--- src/rtl/sector_avmm_noc_bridge.sv ---
// sector_avmm_noc_bridge: AVMM slave to 64-bit NoC flit bridge with in-order, bounded reads.
// Optional read timeout is compiled in with `define SECTOR_BRIDGE_RD_TIMEOUT_EN.
module sector_avmm_noc_bridge #(
  parameter logic [3:0] SECTOR_ID       = 4'd6,
  parameter int         MAX_OUTSTANDING = 4,
  parameter int         TAG_W           = 4
) (
  input  logic        clk,
  input  logic        rst,
  input  logic [19:0] avmm_slave_address,
  input  logic [31:0] avmm_slave_writedata,
  input  logic        avmm_slave_write,
  input  logic        avmm_slave_read,
  output logic        avmm_slave_waitrequest,
  output logic [31:0] avmm_slave_readdata,
  output logic        avmm_slave_readdatavalid,
  output logic [63:0] noc_tx_data,
  output logic        noc_tx_valid,
  input  logic        noc_tx_ready,
  input  logic [63:0] noc_rx_data,
  input  logic        noc_rx_valid,
  output logic        noc_rx_ready,
  output logic        err_sticky
);

  localparam int OW = $clog2(MAX_OUTSTANDING + 1);
  localparam logic [OW-1:0] MAX_O = OW'(MAX_OUTSTANDING);

  typedef enum logic {IDLE, SEND} state_e;

  state_e           state_q, state_d;
  logic             alive_q;
  logic [63:0]      flit_q, flit_d;
  logic [TAG_W-1:0] itag_q, itag_d;
  logic [TAG_W-1:0] etag_q, etag_d;
  logic [OW-1:0]    outs_q, outs_d;
  logic [31:0]      rdata_q, rdata_d;
  logic             rdv_q, rdv_d;
  logic             err_q, err_d;

  logic rd_only, full, wait_c, accept;
  logic rx_hit, rx_bad, tmo;
  logic unused_rx;

  assign unused_rx = ^{noc_rx_data[61:58], noc_rx_data[51:32]};

  always_comb begin
    rd_only = avmm_slave_read & ~avmm_slave_write;
    full    = (outs_q == MAX_O);
    wait_c  = !alive_q || (state_q == SEND) || (rd_only && full);
    accept  = (avmm_slave_write | avmm_slave_read) & ~wait_c;
    rx_hit  = noc_rx_valid && alive_q
           && (noc_rx_data[63:62] == 2'b11)
           && (noc_rx_data[57:52] == 6'(etag_q))
           && (outs_q != '0);
    rx_bad  = noc_rx_valid && alive_q && !rx_hit;
  end

`ifdef SECTOR_BRIDGE_RD_TIMEOUT_EN
  logic [15:0] tmo_q;

  assign tmo = (tmo_q == 16'hFFFF) && !rx_hit && (outs_q != '0);

  always_ff @(posedge clk or negedge rst) begin
    if (!rst) begin
      tmo_q <= '0;
    end else if (rx_hit || tmo || outs_q == '0) begin
      tmo_q <= '0;
    end else begin
      tmo_q <= tmo_q + 16'd1;
    end
  end
`else
  assign tmo = 1'b0;
`endif

  always_comb begin
    state_d = state_q;
    flit_d  = flit_q;
    itag_d  = itag_q;
    etag_d  = etag_q;
    rdata_d = rdata_q;
    rdv_d   = 1'b0;
    err_d   = err_q | rx_bad;
    unique case (state_q)
      IDLE: begin
        if (accept) begin
          state_d = SEND;
          if (avmm_slave_write) begin
            flit_d = {2'b01, SECTOR_ID, 6'd0,
                      avmm_slave_address, avmm_slave_writedata};
            // a simultaneous read is dropped and flagged
            err_d  = err_d | avmm_slave_read;
          end else begin
            flit_d = {2'b10, SECTOR_ID, 6'(itag_q),
                      avmm_slave_address, 32'd0};
            itag_d = itag_q + 1'b1;
          end
        end
      end
      SEND: begin
        if (noc_tx_ready) state_d = IDLE;
      end
      default: state_d = IDLE;
    endcase
    if (rx_hit) begin
      rdata_d = noc_rx_data[31:0];
      rdv_d   = 1'b1;
      etag_d  = etag_q + 1'b1;
    end else if (tmo) begin
      rdata_d = 32'hDEADBEEF;
      rdv_d   = 1'b1;
      etag_d  = etag_q + 1'b1;
      err_d   = 1'b1;
    end
    outs_d = outs_q + OW'(accept & rd_only) - OW'(rx_hit | tmo);
  end

  always_ff @(posedge clk or negedge rst) begin
    if (!rst) begin
      state_q <= IDLE;
      alive_q <= 1'b0;
      flit_q  <= '0;
      itag_q  <= '0;
      etag_q  <= '0;
      outs_q  <= '0;
      rdata_q <= '0;
      rdv_q   <= 1'b0;
      err_q   <= 1'b0;
    end else begin
      state_q <= state_d;
      alive_q <= 1'b1;
      flit_q  <= flit_d;
      itag_q  <= itag_d;
      etag_q  <= etag_d;
      outs_q  <= outs_d;
      rdata_q <= rdata_d;
      rdv_q   <= rdv_d;
      err_q   <= err_d;
    end
  end

  assign avmm_slave_waitrequest   = wait_c;
  assign avmm_slave_readdata      = rdata_q;
  assign avmm_slave_readdatavalid = rdv_q;
  assign noc_tx_data              = flit_q;
  assign noc_tx_valid             = (state_q == SEND);
  assign noc_rx_ready             = alive_q;
  assign err_sticky               = err_q;

endmodule

--- config.mk ---
export PLATFORM = sky130hd
export DESIGN_NAME = sector_avmm_noc_bridge
export DESIGN_NICKNAME = d
export VERILOG_FILES = /design/src/rtl/sector_avmm_noc_bridge.sv
export SDC_FILE = /design/constraint.sdc
export NUM_CORES = 1
export LEC_CHECK = 0
export CAP_MARGIN = 20
export CORE_UTILIZATION = 35
export CTS_CLUSTER_SIZE = 12
export DETAILED_ROUTE_END_ITERATION = 10
export PLACE_DENSITY = 0.83
export SYNTH_ARGS = -nofsm -noshare
export SYNTH_HDL_FRONTEND = slang
export SYNTH_SLANG_ARGS = --single-unit
--- constraint.sdc ---
create_clock -name clk -period 2.42 [get_ports clk]
set_input_delay 0.242 -clock clk [delete_from_list [all_inputs] [get_ports clk]]
set_output_delay 0.242 -clock clk [all_outputs]
set_load 0.01 [all_outputs]
==> run metrics <==
peak supply drop 0.0004540 V; hpwl dp 7.614 mm; DRC viols 0; Lkg Pwr 2.980 nW; Detailed Route Iter0 Violations 88; CTS tree built; TritonCTS Buffers 9; Setup crit start kind flop; Simple-Gate Fraction of Synth Area 0.04827; Antenna Cells 0; Area Growth Syn to Fin 58.40%; H-tree levels 3; final WL 10.09 mm; crit path DAT 2530 ps; fin area 6570 um2; total core area 11,470 um2; Clock Skew 3.979 ps; Final min period 2309 ps; HP Class input pin to async pin; pwr dens 790.1 nW/um2; post-synthesis cell type count 34; Synth Flop Type dfrtp_1; largest family of logic cells by synthesized area multiplexers; gr ovfl total 0; layout cells sized above 1 0.1125; I/O pin count 223; via count 3,027; first-pass GRT wire length 16.75 mm; CP max-delay cell or3b_4; FMAX 0.4330 GHz; Slew @ Worst Pin 843.7 ps; Pwr Total 5.191 mW; Max-slew headroom 0.4360; Synth Area in XOR/XNOR 0.02323; worst endpoint required time 2640 ps; initial antenna violation count 0; DRT Pass-1 Iters 4; max-cap viol count 0; Synth Register Bits 106; Clk Latency, worst-skew pair 330 ps; Routability Congestion 0.7842; Final Hold Viols 0; RSZ-0062 raised after global routing no; warning count from the yosys run 0; CP Capture Type flop; setup violators final 0; Mapped Cells 282; row count 39; post-synthesis mux area share 0.1463; worst setup path category flop to flop; Post-synth top cells dfrtp_1 (106), a22o_1 (32), mux2_1 (28), mux2_2 (25), nand2_1 (11); vias in the first global route 3,269; share of the synthesized area in the top cell type 0.6395; Root Buffer clkbuf_16; status completed; Avg Inst Size Synth 14.71 um2; crit-path cells or3b_4, and3_1, inv_1, ha_1, inv_1, ha_1, fa_1, xor2_1, xnor2_1; crit-path max FO 4; Post-synth ARST share 1.000; Cell Area, Placed 6272 um2; count leader, synth dfrtp_1; Area contributors post-synth dfrtp_1 (64%), mux2_1 (7.6%), mux2_2 (6.8%); die area 12,290 um2; final worst-path cycle share 0.9543; antenna viol nets, final 0; Sinks on Clock Net 106; fin. max-slew vios 0; DR vias/cell 4.790; mean routed wirelength per cell 15.97 um; Clock transition at path regs 70 ps; die width 110.9 um; slowest cell delay on critical path 430 ps; number of synthesized flops with an enable pin 0; adder-cell area share of the yosys netlist 0.01689; Nets 611; Synth Cell Area 4148 um2; largest area contributor in the netlist dfrtp_1; Starting Density 0.3617; Tot GR Track Use 0.1718; register area share after synthesis 0.6395; postcts setup bufs 0; Port Buffer Count 194; largest net degree at the start of global routing 53; Bufs on Longest Clock Path 2; Die Y 110.9 um; Compound-Gate Fraction of Synth Area 0.08808
[cell families after synthesis]
family | after synthesis
adders and majority gates | 5
other | 2
buffers and inverters | 27
and+or+nand+nor | 32
DFF | 106
xor gates and xnor gates | 11
AOI/OAI and AO/OA | 45
muxes | 54
[critical path: cells and delay by family (launching register included)]
family	cells	cell delay, ps
XOR/XNOR	2	290
adder cells (fa/ha/maj)	3	690
buffers and inverters	2	150
flip-flops	1	420
AND/OR/NAND/NOR	2	630
[sequential cells by signal, summed over array words and instances (netlist names)]
name / cells
noc_rx_ready: 1
noc_tx_data: 59
itag_q: 4
etag_q: 4
outs_q: 3
noc_tx_valid: 1
avmm_slave_readdatavalid: 1
err_sticky: 1
avmm_slave_readdata: 32
[worst paths after layout]
path / startpoint / depth (start not counted) / to / slack (ps)
worst min register to register: itag_q[3] / 1 / itag_q[3] / 480
worst max-delay path: outs_q[1] / 9 / outs_q[2] / 110
max in group asynchronous: rst / 3 / noc_tx_data[22] / 1360
min in group clk: itag_q[3] / 1 / itag_q[3] / 480
worst max register to register: outs_q[1] / 9 / outs_q[2] / 110
worst min-delay path: rst / 2 / noc_tx_data[42] / 330
[layer usage]
layer | share of wire | track usage | wire length, um
met1 | 0.40 | 0.2067 | 4017
met2 | 0.52 | 0.2948 | 5269
met3 | 0.056 | 0.04046 | 563
met4 | 0.024 | 0.07200 | 240
met5 | 0 | 0 | 0
[area by class of cell]
class	instances	area, um2
timing repair buffer	207	2052
clock inverter	1	7.507
fill	949	4897
inverter	8	30.03
sequential	106	2653
tap	143	178.9
multi-input combinational	152	1371
clock buffer	15	277.8
[where the power goes]
| group | switching, mW | total, mW | internal, mW |
|---|---|---|---|
| clock | 0.596 | 1.38 | 0.784 |
| combinational | 0.552 | 1.48 | 0.925 |
| sequential | 0.220 | 2.33 | 2.11 |
| total | 1.37 | 5.19 | 3.82 |
[layout by cell type (no fill, tap or decap), types with 3 or more instances in the layout]
cell / instances
buf_4: 12
inv_1: 8
clkbuf_1: 3
a22oi_1: 4
clkdlybuf4s50_1: 193
nand2_1: 11
mux2_1: 28
xor2_1: 5
clkbuf_16: 9
a22o_1: 32
o21ai_0: 5
nor2_1: 4
mux2_2: 25
conb_1: 5
clkbuf_8: 3
xnor2_1: 6
ha_1: 4
dfrtp_1: 106
[metrics by stage]
step / util / setup slack (ps) / std cells / hold slack, ps / setup TNS (ps)
final: 0.5729 / 110.6 / 632 / 325.5 / 0
after detailed placement: 0.5470 / -216.0 / 615 / 136.0 / -266.0
after floorplan: - / 24.29 / 285 / -53.59 / 0
after CTS: 0.5727 / 57.26 / 632 / 317.2 / 0
after global routing: 0.5729 / 4.750 / 632 / 348.2 / 0
after global placement: 0.5470 / -108.1 / 615 / 137.5 / -108.1
[repair_timing]
item                                   4_1_cts  5_1_grt
hold buffers                                 1        0
setup endpoints to repair                    0        1
gates resized for setup                      0        1
endpoints found under the hold margin       18        0
Power figures use the tool's default switching activity.
